[src/rtl/ctr_load_sched.sv]
// ctr_load_sched: round-robin scheduler that shares one loadable wrap-at-WRAP
// counter between NREQ requesters. It sequences load/data_in, verifies the
// counter took the value, and flags every natural terminal-count wrap.
// Optional build macro: CTR_SCHED_PRIO_EN (requester 0 gets absolute priority).
module ctr_load_sched #(
    parameter int NREQ = 4,
    parameter int DW   = 4,
    parameter int WRAP = 12
) (
    input  logic               clk,
    input  logic               rst,
    input  logic [NREQ-1:0]    req,
    input  logic [NREQ*DW-1:0] req_data,
    output logic [NREQ-1:0]    gnt,
    output logic               err,
    output logic               load,
    output logic [DW-1:0]      data_in,
    input  logic [DW-1:0]      data_out,
    output logic               busy,
    output logic               wrap_pulse
);
    localparam int IW = $clog2(NREQ);
    localparam logic [DW-1:0] WRAP_V = DW'(WRAP);

    typedef enum logic [1:0] {IDLE, LOAD, CHECK, DONE} state_t;

    state_t          state_q, state_d;
    logic [IW-1:0]   ptr_q, ptr_d;
    logic [IW-1:0]   win_q, win_d;
    logic [DW-1:0]   data_q, data_d;
    logic [IW-1:0]   pick, cand;
    logic            any_req;
    logic [DW-1:0]   slot [NREQ];

    logic [NREQ-1:0] gnt_d;
    logic            err_d, load_d, busy_d, wrap_d;
    logic [DW-1:0]   data_in_d;

    // Arbitration: first requester at or after the pointer, wrapping around
    always_comb begin
        any_req = 1'b0;
        pick    = '0;
        cand    = '0;
        for (int unsigned i = 0; i < NREQ; i++) begin
            slot[i] = req_data[i*DW +: DW];
            cand    = IW'((32'(ptr_q) + i) % NREQ);
            if (!any_req && req[cand]) begin
                any_req = 1'b1;
                pick    = cand;
            end
        end
`ifdef CTR_SCHED_PRIO_EN
        if (req[0]) begin
            any_req = 1'b1;
            pick    = '0;
        end
`endif
    end

    // Next state and next values of the registered outputs
    always_comb begin
        state_d   = state_q;
        ptr_d     = ptr_q;
        win_d     = win_q;
        data_d    = data_q;
        gnt_d     = '0;
        err_d     = 1'b0;
        load_d    = 1'b0;
        data_in_d = data_in;
        case (state_q)
            IDLE: begin
                if (any_req) begin
                    win_d  = pick;
                    data_d = slot[pick];
                    if (slot[pick] <= WRAP_V) begin
                        state_d   = LOAD;
                        load_d    = 1'b1;
                        data_in_d = slot[pick];
                    end else begin
                        // Out-of-range value: complete immediately, counter untouched
                        state_d     = DONE;
                        gnt_d[pick] = 1'b1;
                        err_d       = 1'b1;
                    end
                end
            end
            LOAD: begin
                state_d = CHECK;
            end
            CHECK: begin
                state_d      = DONE;
                gnt_d[win_q] = 1'b1;
                err_d        = (data_out != data_q);
            end
            DONE: begin
                state_d = IDLE;
`ifdef CTR_SCHED_PRIO_EN
                if (win_q != '0) begin
                    ptr_d = (win_q == IW'(NREQ - 1)) ? '0 : win_q + IW'(1);
                end
`else
                ptr_d = (win_q == IW'(NREQ - 1)) ? '0 : win_q + IW'(1);
`endif
            end
            default: state_d = IDLE;
        endcase
        busy_d = (state_d != IDLE);
        // A coincident load overrides the wrap, so no pulse then
        wrap_d = (data_out == WRAP_V) && !load;
    end

    // State, latched transfer and registered outputs
    always_ff @(posedge clk) begin
        if (rst) begin
            state_q    <= IDLE;
            ptr_q      <= '0;
            win_q      <= '0;
            data_q     <= '0;
            gnt        <= '0;
            err        <= 1'b0;
            load       <= 1'b0;
            data_in    <= '0;
            busy       <= 1'b0;
            wrap_pulse <= 1'b0;
        end else begin
            state_q    <= state_d;
            ptr_q      <= ptr_d;
            win_q      <= win_d;
            data_q     <= data_d;
            gnt        <= gnt_d;
            err        <= err_d;
            load       <= load_d;
            data_in    <= data_in_d;
            busy       <= busy_d;
            wrap_pulse <= wrap_d;
        end
    end

endmodule

[config.mk]
export PLATFORM = sky130hd
export DESIGN_NAME = ctr_load_sched
export DESIGN_NICKNAME = d
export VERILOG_FILES = /design/src/rtl/ctr_load_sched.sv
export SDC_FILE = /design/constraint.sdc
export NUM_CORES = 1
export LEC_CHECK = 0
export CAP_MARGIN = 20
export CORE_MARGIN = 2
export CORE_UTILIZATION = 46
export CTS_CLUSTER_DIAMETER = 30
export DETAILED_ROUTE_END_ITERATION = 10
export GPL_ROUTABILITY_DRIVEN = 0
export HOLD_SLACK_MARGIN = 0.12
export PLACE_DENSITY_LB_ADDON = 0.3
export RECOVER_POWER = 50
export SLEW_MARGIN = 10
export SYNTH_ARGS = -nofsm -noshare
export SYNTH_HDL_FRONTEND = slang
export SYNTH_SLANG_ARGS = --single-unit
[constraint.sdc]
create_clock -name clk -period 2.75 [get_ports clk]
set_input_delay 0.55 -clock clk [delete_from_list [all_inputs] [get_ports clk]]
set_output_delay 0.55 -clock clk [all_outputs]
set_load 0.01 [all_outputs]
After elaboration in Yosys (flattened, before gate mapping)

Cells that the tools add are included.

Output and inout bits: 12
Flip-flop bits (word level): 22
Logic and storage cells: 82
Input bits: 26

Magnitude comparators: 10
Equality and inequality tests: 6
Add/subtract/negate cells: 4
Mux-type cells: 34
Bitwise gates (word level): 3
Reduce and logical (&&, ||, !) cells: 15

Operator list:

| operator                                                                      | count |
|---|---|
| 2-bit by 3-bit less-than comparator with 1-bit output (second input constant) | 6 |
| 4-bit two-way mux                                                             | 4 |
| 2-bit two-way mux                                                             | 7 |
| 1-bit two-way mux                                                             | 13 |
| 1-bit binary-select mux with 2-bit select                                     | 4 |
| 4-bit binary-select mux with 2-bit select                                     | 1 |
| 2-bit one-hot mux with 4 select lines                                         | 1 |
| 4-bit one-hot mux with 2 select lines                                         | 1 |
| 2-bit equality test (second input constant)                                   | 3 |
| 1-bit logical AND                                                             | 6 |
| 2-bit by 1-bit adder with 2-bit output (second input constant)                | 2 |
| 2-bit adder (second input constant)                                           | 2 |
| 1-bit demux with 2-bit select                                                 | 2 |
| 4-bit equality test (second input constant)                                   | 1 |
| 2-bit by 1-bit >= comparator with 1-bit output (second input constant)        | 2 |
| 4-bit <= comparator (second input constant)                                   | 1 |
| 1-bit zero test                                                               | 4 |
| 4-bit != test                                                                 | 1 |
| 3-bit >= comparator (second input constant)                                   | 1 |
| 2-bit NOT with 3-bit output                                                   | 1 |
| 3-bit AND reduction                                                           | 1 |
| 3-bit OR reduction                                                            | 1 |
| 2-bit by 1-bit equality test with 1-bit output (second input constant)        | 1 |
| 2-bit zero test                                                               | 1 |
| 4 further kinds                                                               | 5 |

Logic depth before layout (Yosys ltp)

Gate-level depths: netlist of the first run.

Depth after elaboration: 21
Depth in mapped cells: 8
Gate-level depth less buffers: 7

Least setup slack after synthesis of the first run

OpenSTA, ideal clock, no wires.

Kind: input-to-reg
From: input port req[0]
To: register gnt[2]
Library setup time: 0.101 ns
Arrival: 2.021 ns
Path buffers: 1
Data required time: 2.649 ns
Path slack: 0.628 ns
Stages: 8
Cell sequence: a21o_1 a21oi_1 o21ba_1 buf_6 mux2i_1 mux2i_2 o2111ai_4 o41ai_1

Cells in the longest elaborated chain, start to end: 20
Elaborated cells between the ends (all ways): 35
Those cells by class: order compare (3); mux (24); bitwise (1); reduce/logical (7)

RTL lines:

| element                                              | RTL line | text |
|---|---|---|
| start: declaration                                   | 12       | `input logic [NREQ-1:0] req,` |
| 1-bit binary-select mux with 2-bit select            | 47       | `if (!any_req && req[cand]) begin` |
| 1-bit two-way mux (implied by the code)              | 47       |  |
| 1-bit two-way mux                                    | 47       |  |
| 1-bit zero test                                      | 47       |  |
| 1-bit logical AND                                    | 47       |  |
| 1-bit two-way mux                                    | 47       |  |
| 1-bit zero test                                      | 47       |  |
| 1-bit logical AND                                    | 47       |  |
| [3 not listed]                                       | --       |  |
| 2-bit two-way mux                                    | 47       |  |
| 2-bit NOT with 3-bit output (implied by the code)    | 75       | `if (slot[pick] <= WRAP_V) begin` |
| 4-bit binary-select mux with 2-bit select            | 75       |  |
| 4-bit two-way mux (implied by the code) (2 in a row) | 75       |  |
| 4-bit <= comparator                                  | 75       |  |
| 4-bit two-way mux                                    | 75       |  |
| 4-bit two-way mux (*)                                | 72       | `if (any_req) begin` |
| 4-bit one-hot mux with 2 select lines (*)            | 70       | `case (state_q)` |
| end signal: assignment                               | 130      | `gnt <= gnt_d;` |
| end: declaration                                     | 14       | `output logic [NREQ-1:0] gnt,` |

Mark *: on every way between the ends. The rest lies on a longest branch, timed or not. The select of a mux whose other input is x is not followed.
A chain may end at the register's enable or synchronous reset.

Worst setup path after layout of the first run

From: input port req[0]
To: register load

Cells in the longest elaborated chain, start to end: 18
Elaborated cells between the ends (all ways): 30
Those cells by class: order compare (1); mux (20); bitwise (2); reduce/logical (7)

RTL lines:

| element                                              | RTL line | text |
|---|---|---|
| 1-bit binary-select mux with 2-bit select            | 47       |  |
| 1-bit two-way mux (implied by the code)              | 47       |  |
| 1-bit two-way mux                                    | 47       |  |
| 1-bit zero test                                      | 47       |  |
| 1-bit logical AND                                    | 47       |  |
| 1-bit two-way mux                                    | 47       |  |
| 1-bit zero test                                      | 47       |  |
| 1-bit logical AND                                    | 47       |  |
| 1-bit two-way mux                                    | 47       |  |
| 1-bit zero test                                      | 47       |  |
| 1-bit logical AND                                    | 47       |  |
| 2-bit two-way mux                                    | 47       |  |
| 2-bit NOT with 3-bit output (implied by the code)    | 75       |  |
| 4-bit binary-select mux with 2-bit select            | 75       |  |
| 4-bit two-way mux (implied by the code) (2 in a row) | 75       |  |
| 4-bit <= comparator                                  | 75       |  |
| 1-bit two-way mux                                    | 75       |  |
| end signal: assignment                               | 132      | `load <= load_d;` |
| end: declaration                                     | 16       | `output logic load,` |

Several ways; a longest one is shown, not always the timed one. The select of a mux whose other input is x is not followed.

==> key figures, run 1 <==
Timing
  • Clk_skew: 0.00394 ns
  • Max-slew violations: 0
  • F_max: 0.398 GHz
  • Period utilization: 0.913
  • Setup violators final: 0
  • Hold WS: 0.481 ns
  • RSZ-0062 raised after global routing: no
  • Post-layout min period: 2.51 ns
  • Worst-Margin Slew: 0.591 ns
  • Hold Fails Final Rpt: 0
  • Worst slew margin: 0.605

Synth
  • Largest family of logic cells by synthesized area: compound AO/OA/AOI/OAI gates
  • Top-area cell type share of the netlist area: 0.347
  • Most numerous cell in the Yosys netlist: dfxtp_1
  • Synth Cell Area: 0.00127 mm²
  • Post-synth top cells: 22 x dfxtp_1, 18 x nand2_1, 10 x a21oi_1, 10 x mux2i_1, 9 x nor2_1
  • Mux contribution to synthesized area: 0.147
  • Syn avg cell area: 9.13 µm²
  • XOR/XNOR share of the synthesized area: 0.0276
  • Synth Flop Type: dfxtp_1
  • Syn Inst Count: 139
  • Syn Nets: 172
  • Post-synth cell types: 33
  • Yosys reg bits: 22
  • Area leader, netlist: dfxtp_1
  • Post-synthesis adder-cell area fraction: 0.0690
  • Post-synth EDFFs: 0
  • Async SR Flop Fraction: 0
  • Ys Warns: 0
  • Synth Area in Simple Gates: 0.141
  • Synth Area in Compound Gates: 0.212
  • Synth top area cells: dfxtp_1 35%, mux2i_1 7.9%, ha_1 6.9%
  • Register area share after synthesis: 0.347

Clocking
  • CTS resizes: 0
  • Clock Tree Buf Depth: 2
  • CTS tree: yes
  • H-tree level count: 1
  • Post-CTS Setup Bufs: 0
  • Clk_lat worst skew: 0.30 ns
  • CTS buffer count: 3
  • Clock root buffer: clkbuf_4
  • Hold_buf cts: 0
  • Clk sink count: 22
  • Clk slew on worst S/H paths: 0.11 ns

Route
  • Routed vias/inst: 5.47
  • Vias: 1,176
  • DRT Pass-1 Iters: 4
  • Remaining antenna violation count: 0
  • Remaining DRCs: 0
  • Routed len/inst: 13.4 µm
  • Final WL: 2880 µm
  • DRT iter0 DRCs: 21

Die
  • Die width: 56.5 µm
  • Die H: 56.5 µm
  • Core Footprint: 0.00269 mm²
  • Initial Utilization: 0.472
  • DIE AREA: 0.00319 mm²
  • Num rows: 19
  • I/O pins: 38

Place
  • Final HPWL DP: 2310 µm
  • I/O Buffers: 37

Power and ir drop
  • Max IR drop VDD: 0.000458 V
  • PwrDens: 513 mW/mm²
  • LEAKAGE: 0.000714 µW

Global routing
  • Initial antenna violation count: 0
  • Largest net degree at the start of global routing: 15
  • Grt ovf: 0
  • GRT Total Usage: 0.197
  • Global-route wire length before repair: 4980 µm
  • Vias in the first global route: 1,152

Setup path
  • CP Cell Sequence: clkdlybuf4s50_1, a21o_1, a21oi_1, o21ba_1, mux2i_1, mux2i_2, buf_4, o211ai_1, nor3b_1
  • Worst Path Required: 2.98 ns
  • Arrival time at the worst endpoint: 2.74 ns
  • Slowest cell delay on critical path: 0.47 ns
  • Worst setup EP type: flip-flop
  • Startpoint types: input port
  • Slowest CP cell: clkdlybuf4s50_1
  • Crit path kind: input port to flip-flop
  • Crit-path max FO: 7

Run status
  • Status: completed

Finish
  • Layout cell share with drive strength beyond 1: 0.114
  • Fin nets: 219
  • P&R area growth vs syn: 36.7%
  • Post-layout util: 0.646
  • Antenna diode count: 0

Job
  • Max-Cap Viols: 0

Hold path
  • Hold WC Path Type: flip-flop to flip-flop
[logic make-up after synthesis]
kind of cell / after synthesis
buffers and inverters: 13
flip-flops: 22
multiplexers: 16
AND/OR/NAND/NOR: 40
adder cells (fa/ha/maj): 7
AO/OA/AOI/OAI: 37
XOR/XNOR: 4
[metrics by stage]
stage / power, µW / worst slack [ns] / area [µm²] / std cells / setup TNS, ns
finish: 890 / 0.240 / 1730 / 215 / 0
global route: 953 / 0.0600 / 1730 / 215 / 0
CTS: 903 / 0.239 / 1730 / 215 / 0
detailed placement: 762 / -0.0736 / 1710 / 212 / -0.498
global placement: 750 / 0.0331 / 1710 / 212 / 0
floorplan: 613 / 0.628 / 1270 / 139 / 0
[power breakdown]
part	leakage (µW)	switching [µW]	total, µW	internal [µW]
combinational	0.000520	179	357	178
clock	0.0000138	90.6	142	51.1
sequential	0.000180	28.0	391	363
[placed cells by master, fill, tap and decap left out, types with 2 or more instances in the layout]
cell,Yosys,final
o41ai_1,3,3
nand3_1,3,3
ha_1,7,7
o31a_1,2,2
nand2b_1,4,4
a211oi_1,2,2
inv_1,8,8
nand4_1,2,2
dfxtp_1,22,22
nand2_1,18,18
o21ai_0,5,5
clkdlybuf4s50_1,0,24
buf_4,0,10
a31oi_1,3,3
xor2_1,4,4
dlygate4sd3_1,0,13
nor2_1,9,9
mux2i_1,10,10
o21bai_1,2,2
a21o_1,2,2
clkbuf_4,0,3
mux2i_2,3,3
o211ai_1,3,3
mux2_2,2,2
a21oi_1,10,10
[path summary, 6_finish.rpt]
path         slack (ns)       from  cells past startpoint   endpoint
max reg2reg        0.61   ptr_q[1]                      8       load
min reg2reg        0.48  data_q[0]                      2  data_q[0]
max                0.24     req[0]                      9       load
min                0.48  data_q[0]                      2  data_q[0]
[critical path, delay by kind of cell]
family	cells	cell delay (ns)
compound gates	4	0.96
buf+inv	2	0.64
mux	2	0.39
simple gates	1	0.19
[per-layer routing]
layer	vias to the layer above	global-route usage	wire, µm
met5	-	0	0
li1	586	-	-
met1	541	0.238	1210
met3	4	0.0438	166
met4	0	0.0510	36
met2	45	0.350	1470
[cell type report]
| cell class | instances | area, µm² |
|---|---|---|
| Clock buffer | 3 | 22.5 |
| Fill cell | 236 | 952 |
| Inverter | 8 | 30.0 |
| Multi-Input combinational cell | 104 | 757 |
| Sequential cell | 22 | 440 |
| Tap cell | 31 | 38.8 |
| Timing Repair Buffer | 47 | 445 |
[state kept, by name, indices dropped and copies added (netlist names)]
register,flops
load,1
busy,1
ptr_q,2
gnt,4
state_q,2
win_q,2
err,1
wrap_pulse,1
data_q,4
data_in,4
No activity file was read; power rests on OpenSTA's default activity.
==> inputs of run 2 (changes only) <==
- PLACE_DENSITY: unset -> 0.84
- PLACE_DENSITY_LB_ADDON: 0.3 -> unset
==> run 2 against run 1 <==
  * Critical path depth rose by 1
  * Global-route usage rose by 0.52 points
  * Hold slack improved by 0.0026 ns
  * Routed wire length rose by 3.6%
  * Final area rose by 1.5%
  * Power rose by 12%
  * Cell count rose by 0.47%
  * Non-clock buffer count did not move
  * Setup slack improved by 0.039 ns
  * Clock skew rose by 0.0067 ns
  * Critical endpoint is now gnt[3]
  * Largest power group unchanged
==> key figures, run 2 (same netlist as run 1, synthesis figures left out) <==
Run status
  • Status: completed (unchanged)

Setup path
  • Worst setup EP type: flip-flop (unchanged)
  • Startpoint types: input port (unchanged)
  • RR Startpoint: ptr_q[1] (unchanged)
  • Worst Path Required: 2.99 ns (was 2.98 ns)
  • Crit-path max FO: 8 (was 7)
  • Arrival time at the worst endpoint: 2.71 ns (was 2.74 ns)
  • Critical R2R Capture: gnt[3] (was load)
  • Crit path kind: input port to flip-flop (unchanged)
  • R2R Setup Slk: 0.60 ns (was 0.61 ns)
  • R2R depth: 7 (was 8)

Clocking
  • H-tree level count: 1 (unchanged)
  • Clk_lat worst skew: 0.32 ns (was 0.30 ns)
  • CTS tree: yes (unchanged)
  • Clock root buffer: clkbuf_4 (unchanged)
  • Clk slew on worst S/H paths: 0.13 ns (was 0.11 ns)
  • Post-CTS Setup Bufs: 0 (unchanged)
  • Clk sink count: 22 (unchanged)
  • CTS buffer count: 3 (unchanged)
  • Clock Tree Buf Depth: 2 (unchanged)

Route
  • Routed vias/inst: 5.53 (was 5.47)
  • DRT Pass-1 Iters: 5 (was 4)
  • Vias: 1,194 (was 1,176)
  • DRT iter0 DRCs: 32 (was 21)
  • Final WL: 2990 µm (was 2880 µm)
  • Routed len/inst: 13.8 µm (was 13.4 µm)
  • Remaining antenna violation count: 0 (unchanged)
  • Remaining DRCs: 0 (unchanged)

Die
  • Die width: 56.5 µm (unchanged)
  • Initial Utilization: 0.472 (unchanged)
  • Num rows: 19 (unchanged)
  • I/O pins: 38 (unchanged)
  • Core Footprint: 0.00269 mm² (unchanged)
  • Die H: 56.5 µm (unchanged)
  • DIE AREA: 0.00319 mm² (unchanged)

Power and ir drop
  • LEAKAGE: 0.000720 µW (was 0.000714 µW)
  • PwrDens: 567 mW/mm² (was 513 mW/mm²)
  • Max IR drop VDD: 0.000386 V (was 0.000458 V)
  • Design Power: 998 µW (was 890 µW)

Timing
  • Max-slew violations: 0 (unchanged)
  • PnR worst setup slack: 0.279 ns (was 0.240 ns)
  • RSZ-0062 raised after global routing: no (unchanged)
  • Clk_skew: 0.0106 ns (was 0.00394 ns)
  • Worst-Margin Slew: 0.585 ns (was 0.591 ns)
  • Hold Fails Final Rpt: 0 (unchanged)
  • Setup_tns: 0 ns (unchanged)
  • Post-layout min period: 2.47 ns (was 2.51 ns)
  • Worst slew margin: 0.610 (was 0.605)
  • Setup violators final: 0 (unchanged)
  • F_max: 0.405 GHz (was 0.398 GHz)
  • Period utilization: 0.898 (was 0.913)

Finish
  • Most frequent cells in the layout: 24 x clkdlybuf4s50_1, 22 x dfxtp_1, 18 x nand2_1, 13 x dlygate4sd3_1 (unchanged)
  • Antenna diode count: 0 (unchanged)
  • Non-Filler Instances: 216 (was 215)
  • Largest regs: data_in (4), data_q (4), gnt (4) (unchanged)
  • Post-layout util: 0.655 (was 0.646)
  • P&R area growth vs syn: 38.8% (was 36.7%)
  • Layout cell share with drive strength beyond 1: 0.119 (was 0.114)
  • Most common library cell in the layout ignoring fill and taps: clkdlybuf4s50_1 (unchanged)
  • Fin nets: 219 (unchanged)

Global routing
  • Grt ovf: 0 (unchanged)
  • Global-route wire length before repair: 5090 µm (was 4980 µm)
  • Initial antenna violation count: 0 (unchanged)
  • Vias in the first global route: 1,203 (was 1,152)
  • Largest net degree at the start of global routing: 14 (was 15)
  • GRT Total Usage: 0.202 (was 0.197)

Place
  • Cells after DPL: 212 (unchanged)
  • Post-placement setup slack: -0.149 ns (was -0.0736 ns)
  • I/O Buffers: 37 (unchanged)
  • Final HPWL DP: 2410 µm (was 2310 µm)

Hold path
  • Hold WC Path Type: flip-flop to flip-flop (unchanged)
  • Hold endpoint: data_q[0] (unchanged)
  • Worst hold stages: 2 (unchanged)
  • Hold Path Origin: data_q[0] (unchanged)

Job
  • Max-Cap Viols: 0 (unchanged)
run 2: timing repair:
action | CTS | global route
hold buffers | 0 | 0
setup endpoints to repair | 0 | 2
gates resized for setup | 0 | 1
run 2: area by class of cell:
| type | count | area, µm² |
|---|---|---|
| fill | 226 | 926 |
| multi-input combinational | 104 | 757 |
| timing repair buffer | 47 | 442 |
| sequential | 22 | 440 |
| tap | 31 | 38.8 |
| clock inverter | 1 | 30.0 |
| inverter | 8 | 30.0 |
| clock buffer | 3 | 22.5 |
run 2: power by group:
part / internal (µW) / total (µW) / switching, µW
sequential: 363 / 393 / 29.5
clock: 148 / 253 / 106
combinational: 171 / 353 / 181
run 2: how the worst max path moves through the flow:
stage | endpoint | start | slack, ns
final | gnt[3] | req[0] | 0.28
after global routing | gnt[0] | req[0] | 0.07
after CTS | gnt[0] | req[0] | 0.19
after detailed placement | gnt[3] | req[0] | -0.15
after global placement | gnt[2] | req[0] | -0.03
after floorplan | gnt[2] | req[0] | 0.63
run 2: worst max-delay path, stage by stage:
cell and delay, ns:
clkdlybuf4s50_1 0.46, a21o_1 0.20, a21oi_1 0.17, o21ba_2 0.27
buf_4 0.15, mux2i_1 0.09, mux2i_2 0.27, o2111ai_4 0.18
buf_4 0.19, o21ai_0 0.18
run 2: per-layer routing:
metal,routed length [µm],GRT usage,vias to the layer above
li1,-,-,582
met1,1180,0.226,565
met2,1610,0.377,42
met3,156,0.0369,5
met4,40,0.0714,0
met5,0,0,-
run 2: stage by stage:
step                      area (µm²)  hold slack, ns
after floorplan                 1270           0.448
after global placement          1710           0.464
after detailed placement        1710           0.467
after CTS                       1760           0.483
after global routing            1760           0.508
final                           1760           0.484
